`src/rtl/seq_alu.sv`:
```
// seq_alu: registered CR16 ALU with a valid/ready input handshake, an internal
// status-flag register {L,C,F,Z,N} and an optional iterative shift-add multiplier.
//
// Ports:
//   clk        rising-edge clock
//   rst_n      synchronous active-low reset
//   in_valid   operation present on opcode/a/b
//   in_ready   block can accept an operation this cycle
//   opcode     CR16 opcode (8 bits)
//   a, b       Rdest and Rsrc/immediate operands (WIDTH bits)
//   out_valid  one-cycle pulse, result/flags just updated
//   result     registered result, held until the next completion
//   flags      status register {L,C,F,Z,N} = bits [4:0]
//
// Build option: define SEQ_ALU_MUL_EN to include the multiplier. Without it
// MUL/MULI complete in one cycle like an undefined opcode and in_ready is 1.
//
// state | meaning
// IDLE  | ready; non-MUL ops complete at the accepting edge
// MUL   | shift-add multiply in progress, one multiplier bit per cycle

module seq_alu #(
    parameter int WIDTH = 16
) (
    input  logic             clk,
    input  logic             rst_n,
    input  logic             in_valid,
    output logic             in_ready,
    input  logic [7:0]       opcode,
    input  logic [WIDTH-1:0] a,
    input  logic [WIDTH-1:0] b,
    output logic             out_valid,
    output logic [WIDTH-1:0] result,
    output logic [4:0]       flags
);

    localparam int SHAMT_W = $clog2(WIDTH);
    localparam int MSB     = WIDTH - 1;
    localparam int FL = 4, FC = 3, FF = 2, FZ = 1, FN = 0;

    localparam logic [7:0] OP_WAIT = 8'h00, OP_AND  = 8'h01, OP_OR   = 8'h02, OP_XOR  = 8'h03;
    localparam logic [7:0] OP_NOT  = 8'h04, OP_ADD  = 8'h05, OP_ADDU = 8'h06, OP_ADDC = 8'h07;
    localparam logic [7:0] OP_RSH  = 8'h08, OP_SUB  = 8'h09, OP_SUBC = 8'h0A, OP_CMP  = 8'h0B;
    localparam logic [7:0] OP_LSH  = 8'h0C, OP_MOV  = 8'h0D, OP_ARSH = 8'h0F;
    localparam logic [7:0] OP_ADDI = 8'h50, OP_ADDUI = 8'h60, OP_ADDCI = 8'h70, OP_RSHI = 8'h80;
    localparam logic [7:0] OP_SUBI = 8'h90, OP_SUBCI = 8'hA0, OP_CMPI = 8'hB0, OP_LSHI = 8'hC0;
    localparam logic [7:0] OP_MOVI = 8'hD0, OP_ARSHI = 8'hF0;

    logic [WIDTH-1:0] result_q, result_d;
    logic [4:0]       flags_q, flags_d;
    logic             out_valid_q, out_valid_d;

    // ---------------- single-cycle ALU ----------------
    logic [WIDTH-1:0]   alu_res;
    logic [4:0]         alu_flags;
    logic [WIDTH:0]     sum_ext, addc_ext, diff_ext, subc_ext;
    logic [SHAMT_W-1:0] shamt;
    logic               set_zn;

    always_comb begin
        alu_res   = '0;
        alu_flags = flags_q;
        set_zn    = 1'b0;
        shamt     = b[SHAMT_W-1:0];
        sum_ext   = {1'b0, a} + {1'b0, b};
        addc_ext  = sum_ext + (WIDTH+1)'(flags_q[FC]);
        diff_ext  = {1'b0, a} - {1'b0, b};
        // bit WIDTH of the extended difference is the borrow-out
        subc_ext  = diff_ext - (WIDTH+1)'(flags_q[FC]);
        case (opcode)
            OP_ADD, OP_ADDI: begin
                alu_res       = sum_ext[MSB:0];
                alu_flags[FF] = (a[MSB] == b[MSB]) && (alu_res[MSB] != a[MSB]);
                alu_flags[FC] = 1'b0;
                alu_flags[FL] = a < b;
                set_zn        = 1'b1;
            end
            OP_SUB, OP_SUBI: begin
                alu_res       = diff_ext[MSB:0];
                alu_flags[FF] = (a[MSB] != b[MSB]) && (alu_res[MSB] != a[MSB]);
                alu_flags[FC] = 1'b0;
                alu_flags[FL] = a < b;
                set_zn        = 1'b1;
            end
            OP_ADDU, OP_ADDUI: begin
                alu_res       = sum_ext[MSB:0];
                alu_flags[FC] = sum_ext[WIDTH];
                alu_flags[FF] = 1'b0;
                alu_flags[FL] = a < b;
                set_zn        = 1'b1;
            end
            OP_ADDC, OP_ADDCI: begin
                alu_res       = addc_ext[MSB:0];
                alu_flags[FC] = addc_ext[WIDTH];
                alu_flags[FF] = 1'b0;
                alu_flags[FL] = a < b;
                set_zn        = 1'b1;
            end
            OP_SUBC, OP_SUBCI: begin
                alu_res       = subc_ext[MSB:0];
                alu_flags[FC] = subc_ext[WIDTH];
                alu_flags[FF] = 1'b0;
                alu_flags[FL] = a < b;
                set_zn        = 1'b1;
            end
            OP_MOV, OP_MOVI: begin
                alu_res       = b;
                alu_flags[FL] = 1'b0;
                alu_flags[FC] = 1'b0;
                alu_flags[FF] = 1'b0;
                set_zn        = 1'b1;
            end
            OP_AND: begin alu_res = a & b; set_zn = 1'b1; end
            OP_OR:  begin alu_res = a | b; set_zn = 1'b1; end
            OP_XOR: begin alu_res = a ^ b; set_zn = 1'b1; end
            OP_NOT: begin alu_res = ~a;    set_zn = 1'b1; end
            OP_LSH, OP_LSHI: begin
                alu_res = a << shamt;
                set_zn  = 1'b1;
            end
            OP_RSH, OP_RSHI: begin
                alu_res = a >> shamt;
                set_zn  = 1'b1;
            end
            OP_ARSH, OP_ARSHI: begin
                alu_res = WIDTH'($signed(a) >>> shamt);
                set_zn  = 1'b1;
            end
            OP_CMP, OP_CMPI: begin
                alu_res       = a;
                alu_flags[FL] = a < b;
                alu_flags[FZ] = a == b;
                alu_flags[FN] = $signed(a) < $signed(b);
            end
            OP_WAIT: alu_res = a;
            default: alu_res = '0;
        endcase
        if (set_zn) begin
            alu_flags[FZ] = (alu_res == '0);
            alu_flags[FN] = alu_res[MSB];
        end
    end

`ifdef SEQ_ALU_MUL_EN
    localparam logic [7:0] OP_MUL = 8'h0E, OP_MULI = 8'hE0;

    typedef enum logic {IDLE, MUL} state_t;

    state_t             state_q, state_d;
    logic [2*WIDTH-1:0] acc_q, acc_d, acc_step;
    logic [WIDTH-1:0]   mplier_q, mplier_d, mcand_q, mcand_d;
    logic [SHAMT_W-1:0] cnt_q, cnt_d;

    assign in_ready = (state_q == IDLE);
    assign acc_step = acc_q + (mplier_q[cnt_q] ? ({{WIDTH{1'b0}}, mcand_q} << cnt_q) : '0);

    always_comb begin
        result_d    = result_q;
        flags_d     = flags_q;
        out_valid_d = 1'b0;
        state_d     = state_q;
        acc_d       = acc_q;
        mplier_d    = mplier_q;
        mcand_d     = mcand_q;
        cnt_d       = cnt_q;
        case (state_q)
            IDLE: begin
                if (in_valid) begin
                    if (opcode == OP_MUL || opcode == OP_MULI) begin
                        mplier_d = a;
                        mcand_d  = b;
                        acc_d    = '0;
                        cnt_d    = '0;
                        state_d  = MUL;
                    end else begin
                        result_d    = alu_res;
                        flags_d     = alu_flags;
                        out_valid_d = 1'b1;
                    end
                end
            end
            MUL: begin
                acc_d = acc_step;
                cnt_d = cnt_q + 1'b1;
                if (cnt_q == SHAMT_W'(WIDTH - 1)) begin
                    result_d    = acc_step[MSB:0];
                    flags_d     = {1'b0, |acc_step[2*WIDTH-1:WIDTH], 1'b0,
                                   acc_step[MSB:0] == '0, acc_step[MSB]};
                    out_valid_d = 1'b1;
                    state_d     = IDLE;
                end
            end
            default: state_d = IDLE;
        endcase
    end

    always_ff @(posedge clk) begin
        if (!rst_n) begin
            state_q     <= IDLE;
            result_q    <= '0;
            flags_q     <= '0;
            out_valid_q <= 1'b0;
            acc_q       <= '0;
            mplier_q    <= '0;
            mcand_q     <= '0;
            cnt_q       <= '0;
        end else begin
            state_q     <= state_d;
            result_q    <= result_d;
            flags_q     <= flags_d;
            out_valid_q <= out_valid_d;
            acc_q       <= acc_d;
            mplier_q    <= mplier_d;
            mcand_q     <= mcand_d;
            cnt_q       <= cnt_d;
        end
    end
`else
    assign in_ready = 1'b1;

    always_comb begin
        result_d    = result_q;
        flags_d     = flags_q;
        out_valid_d = 1'b0;
        if (in_valid) begin
            result_d    = alu_res;
            flags_d     = alu_flags;
            out_valid_d = 1'b1;
        end
    end

    always_ff @(posedge clk) begin
        if (!rst_n) begin
            result_q    <= '0;
            flags_q     <= '0;
            out_valid_q <= 1'b0;
        end else begin
            result_q    <= result_d;
            flags_q     <= flags_d;
            out_valid_q <= out_valid_d;
        end
    end
`endif

    assign result    = result_q;
    assign flags     = flags_q;
    assign out_valid = out_valid_q;

endmodule

```
`config.mk`:
```
export PLATFORM = sky130hd
export DESIGN_NAME = seq_alu
export DESIGN_NICKNAME = d
export VERILOG_FILES = /design/src/rtl/seq_alu.sv
export SDC_FILE = /design/constraint.sdc
export NUM_CORES = 1
export LEC_CHECK = 0
export CORE_MARGIN = 3
export CORE_UTILIZATION = 45
export DETAILED_ROUTE_END_ITERATION = 16
export HOLD_SLACK_MARGIN = 0.03
export PLACE_DENSITY_LB_ADDON = 0.1
export SYNTH_ARGS = -nofsm -noshare
export SYNTH_HDL_FRONTEND = slang
export SYNTH_SLANG_ARGS = --single-unit
```
`constraint.sdc`:
```
create_clock -name clk -period 10.4 [get_ports clk]
set_input_delay 1.56 -clock clk [delete_from_list [all_inputs] [get_ports clk]]
set_output_delay 1.56 -clock clk [all_outputs]
set_load 0.05 [all_outputs]
```
== After elaboration in Yosys (flattened, before gate mapping) ==
Cells that the tools add are included.
Storage, ports and cells
  memories: 0
  bits in latches: 0
  logic and storage cells: 78
  register bits after elaboration: 22
  bits of input ports: 43
  memory bits (writable): 0
  memory bits (read-only): 0
Operators by class
  div/mod/pow operators: 0
  equality and inequality tests: 29
  reductions and logical operators: 24
  magnitude comparators: 2
  bitwise logic cells: 4
  multipliers: 0
  muxes and demuxes: 7
  shift-type cells: 3
  add/subtract/negate cells: 4
Operators by type and width (count)
  16-bit one-hot mux with 13 select lines: 1
  8-bit by 4-bit equality test with 1-bit output, second input constant: 7
  8-bit equality test, second input constant: 7
  8-bit by 3-bit equality test with 1-bit output, second input constant: 4
  16-bit less-than comparator: 2
  8-bit by 7-bit equality test with 1-bit output, second input constant: 3
  22-bit OR reduction: 1
  2-bit OR reduction: 10
  16-bit by 16-bit adder with 17-bit output: 1
  17-bit by 1-bit adder with 17-bit output: 1
  16-bit by 16-bit subtractor with 17-bit output: 1
  17-bit by 1-bit subtractor with 17-bit output: 1
  16-bit AND: 1
  16-bit equality test: 1
  8-bit by 2-bit equality test with 1-bit output, second input constant: 2
  16-bit logical NOT: 1
  16-bit NOT: 1
  16-bit bitwise OR: 1
  16-bit by 4-bit << shifter with 16-bit output: 1
  16-bit by 4-bit right shift with 16-bit output: 1
  16-bit by 4-bit >>> shifter with 16-bit output: 1
  16-bit bitwise XOR: 1
  2-bit one-hot mux with 6 select lines: 1
  12-bit OR reduction: 1
  other kinds (13): 21

== Logic depth before layout (Yosys ltp) ==
  depth after elaboration: 5
  depth in mapped cells: 17

== Worst setup path before layout ==
OpenSTA, ideal clock, no wires.
  kind: input-to-reg
  from: in b[2]
  to: reg flags_q[1] (netlist: flags[1])
  stages: 14
  arrival: 4.719 ns
  data required time: 10.304 ns
  library setup time: 0.096 ns
  slack: 5.585 ns
  path buffers: 2
  path through: inv_2 clkbuf_1 ha_1 buf_4 o21ai_1 o21ai_1 a32oi_2 a21boi_1 nand3_1 or3b_1 nor4_2 mux2i_1 nand2_1 o41ai_2
Between the ends
  cells in the longest elaborated chain, start to end: 5
  elaborated cells between the ends (all ways): 15
Ends and longest elaborated chain
  start: declaration: line 31  | input logic [WIDTH-1:0] b,
  16-bit by 16-bit subtractor with 17-bit output / 16-bit by 16-bit adder with 17-bit output (equally long branches): line 67, 65
  17-bit by 1-bit subtractor with 17-bit output / 17-bit by 1-bit adder with 17-bit output (equally long branches): line 69, 66
  16-bit one-hot mux with 13 select lines: line 70  | case (opcode)
  16-bit logical NOT: line 139  | alu_flags[FZ] = (alu_res == '0);
  2-bit two-way mux *: line 138  | if (set_zn) begin
  end signal: assignment: line 239  | flags_q <= flags_d;
  end: declaration: line 50  | logic [4:0] flags_q, flags_d;
Every way passes the cells marked *; elsewhere a longest branch is shown, timed or not. The select of a mux whose other input is x is not followed.
A chain may end at the register's enable or synchronous reset.

== Worst setup path in the final report ==
  from: in b[3]
  to: reg flags_q[1] (netlist: flags[1])
The elaborated chain is that of the path after synthesis.

==> results.sh <==
export IMPL_status="completed"
export IMPL_final_antenna_net_count=0
export IMPL_nFillCells=1647
export IMPL_die_width_um=134
export IMPL_cts_tree="done"
export IMPL_end_kind="register"
export IMPL_max_freq_mhz=151
export IMPL_synth_main_ff_cell="dfxtp_1"
export IMPL_min_period_over_period_pct=63.5
export IMPL_nets=1110
export IMPL_grtUsageTotal_pct=34.2
export IMPL_totalWireLength_mm=31.8
export IMPL_ys_async_sr_fraction_pct=0
export IMPL_numCtsBuffers=3
export IMPL_hold_buffers=0
export IMPL_r2r_start="flags[3]"
export IMPL_syn_cell_area_um2=7360
export IMPL_dieArea_um2=17900
export IMPL_setup_violations=0
export IMPL_num_io_pins=66
export IMPL_setup_ws_ps=3790
export IMPL_synth_seq_area_share_pct=5.98
export IMPL_cts_resized_gates=0
export IMPL_grt_overflow=0
export IMPL_vias=8506
export IMPL_grt_pass1_vias=7792
export IMPL_drv_cap=0
export IMPL_critPathBufInv=3
export IMPL_cp_data_required_time_ps=10560
export IMPL_post_cts_setup_buffers=0
export IMPL_critPathKind="primary input to register"
export IMPL_holdWs_ps=469
export IMPL_postSynthCellCount=1015
export IMPL_rsz0062_at_grt="false"
export IMPL_max_stage_delay_ps=720
export IMPL_slew_viol_final=0
export IMPL_drt_iter0_drc=1253
export IMPL_p_leak_nw=2.99
export IMPL_cp_arrival_ps=6770
export IMPL_dpl_cell_count=1222
export IMPL_peakVddDrop_mv=0.0514
export IMPL_via_per_inst=6.94
export IMPL_antenna_found_initial=0
export IMPL_drive_gt1_share_pct=10.8
export IMPL_clock_skew_ps=2.67
export IMPL_start_util_pct=46.2
export IMPL_routabilityCongestion=1.01
export IMPL_syn_nets=1114
export IMPL_syn_to_final_growth_pct=9.35
export IMPL_avgRoutedWirePerCell_um=25.9
export IMPL_cp_max_fo=33
export IMPL_clkTransAtPathRegs_ps=60
export IMPL_drtPass1Iterations=6
export IMPL_cts_sinks=22
export IMPL_crit_chain="clkdlybuf4s50_1, buf_4, clkinv_1, ha_1, a21o_1, nand2_1, a32oi_2, a21boi_1, nand3_1, or3b_1, xnor2_1, a221oi_1, nand4_1, o41ai_2"
export IMPL_fin_crit_ps=6610
export IMPL_cts_htree_levels=1
export IMPL_hold_viol_final=0
export IMPL_drc_errors=0
export IMPL_syn_avg_cell_area_um2=7.25
export IMPL_yosys_cell_types_count=108
export IMPL_setup_tns_ps=0
export IMPL_rows=46
export IMPL_hp_class="register to register"
export IMPL_ys_ff_latch=22
export IMPL_pre_cts_ws_ps=3800
export IMPL_cts_buffer_depth=2
export IMPL_cp_startpoint="b[3]"
export IMPL_dp_hpwl_mm=24.2
export IMPL_root_buffer="clkbuf_16"
export IMPL_grt_max_degree=54
export IMPL_yosysWarnings=0
export IMPL_tightest_slew_ps=1090
export IMPL_core_um2=15900
export IMPL_die_h_um=134
export IMPL_crit_family="compound AO/OA/AOI/OAI gates"
export IMPL_max_slew_margin_rel_pct=26.5
export IMPL_insertedDiodeCount=0
export IMPL_grt_pass1_wl_mm=48.0
export IMPL_hp_start="flags[2]"
export IMPL_numPortBuffers=64
export IMPL_final_cell_count_no_fill=1226
export IMPL_powerDensity_nw_per_um2=70.8
export IMPL_cp_slowest_cell="ha_1"
export IMPL_synth_edf_count=0
export IMPL_clkLatencyLatePin_ps=250
export IMPL_start_kind="primary input"
-- cell families (layout without fill, tap and decap cells) --
kind of cell / count (synthesis) / after routing / synth area share, %
flip-flops: 22 / 22 / 5.98
XOR/XNOR: 38 / 38 / 4.62
buffers and inverters: 145 / 140 / 8.72
adder cells (fa/ha/maj): 56 / 56 / 9.72
multiplexers: 53 / 53 / 11.6
AO/OA/AOI/OAI: 296 / 296 / 30.1
AND/OR/NAND/NOR: 404 / 404 / 29.3
other: 1 / 1 / 0.0509
-- state kept, by name, summed over array words and instances, names as in the netlist --
name	cells
flags	5
out_valid	1
result	16
-- cell type report --
type / instances / area (µm²) / area share (%)
timing repair buffer: 82 / 761 / 9.45
clock buffer: 4 / 88.8 / 1.10
tap: 216 / 270 / 3.36
sequential: 22 / 440 / 5.47
multi-input combinational: 848 / 6290 / 78.1
inverter: 54 / 203 / 2.52
-- path summary, 6_finish.rpt --
path / endpoint / slack, ps / cells past startpoint
worst max-delay path: flags[1] / 3790 / 14
worst min-delay path: flags[2] / 470 / 2
worst max register to register: flags[1] / 6990 / 10
worst min register to register: flags[2] / 470 / 2
-- tightest hold or removal path: cells and delay by family (launching register included) --
| kind | cells | cell delay, ps |
|---|---|---|
| AO/OA/AOI/OAI | 1 | 50 |
| flip-flops | 1 | 320 |
| AND/OR/NAND/NOR | 1 | 50 |
-- metrics by stage --
step / area [µm²] / power (mW) / util (%)
final: 8050 / 0.570 / 50.5
after global routing: 8050 / 0.603 / 50.5
after CTS: 8050 / 0.562 / 50.5
after detailed placement: 7960 / 0.473 / 49.9
after global placement: 7960 / 0.474 / 49.9
after floorplan: 7360 / 0.367 / -
-- cells in the final DEF (no fill, tap or decap), types with 7 or more instances in the layout --
cell | Yosys | routed
nand4_1 | 15 | 15
nand2_1 | 71 | 71
nor3_1 | 43 | 43
o22ai_1 | 13 | 13
o2111ai_1 | 12 | 12
mux4_2 | 25 | 25
a22oi_1 | 10 | 10
a21oi_1 | 54 | 54
o21ai_0 | 31 | 31
nand2b_1 | 11 | 11
o31ai_1 | 15 | 15
buf_4 | 3 | 18
o211ai_1 | 11 | 11
or4_1 | 8 | 8
clkdlybuf4s50_1 | 0 | 61
and3_1 | 8 | 8
a31oi_1 | 9 | 9
a211oi_1 | 24 | 24
nor4_1 | 15 | 15
mux2i_1 | 22 | 22
xor2_1 | 10 | 10
dfxtp_1 | 22 | 22
or3_1 | 7 | 7
ha_1 | 54 | 54
a221oi_1 | 12 | 12
and2_1 | 9 | 9
nand3_1 | 27 | 27
nor2_1 | 118 | 118
nor2b_1 | 16 | 16
inv_1 | 49 | 49
xnor2_1 | 27 | 27
-- cells in the mapped netlist (16+ instances only) --
cell / n / area (µm²)
a21oi_1: 54 / 270
mux2i_1: 22 / 220
mux4_2: 25 / 563
buf_2: 33 / 165
ha_1: 54 / 676
a211oi_1: 24 / 180
nor2_1: 118 / 443
xnor2_1: 27 / 236
nand2_1: 71 / 267
inv_1: 49 / 184
clkbuf_1: 46 / 173
nor3_1: 43 / 215
nand3_1: 27 / 135
dfxtp_1: 22 / 440
nor2b_1: 16 / 100
o21ai_0: 31 / 155
-- per-layer routing --
| layer | routed length [µm] | track usage [%] | vias to the layer above |
|---|---|---|---|
| met5 | 0 | 0 | - |
| met4 | 1450 | 13.9 | 0 |
| met3 | 3350 | 6.83 | 92 |
| met2 | 14200 | 54.3 | 489 |
| met1 | 12800 | 45.7 | 4089 |
| li1 | - | - | 3836 |
-- power by group --
group / internal (mW) / switching (mW)
Combinational: 0.138 / 0.253
Clock: 0.0586 / 0.0294
Sequential: 0.0887 / 0.00206
Total: 0.286 / 0.284
Note: power is estimated with default switching activity, not from simulation.
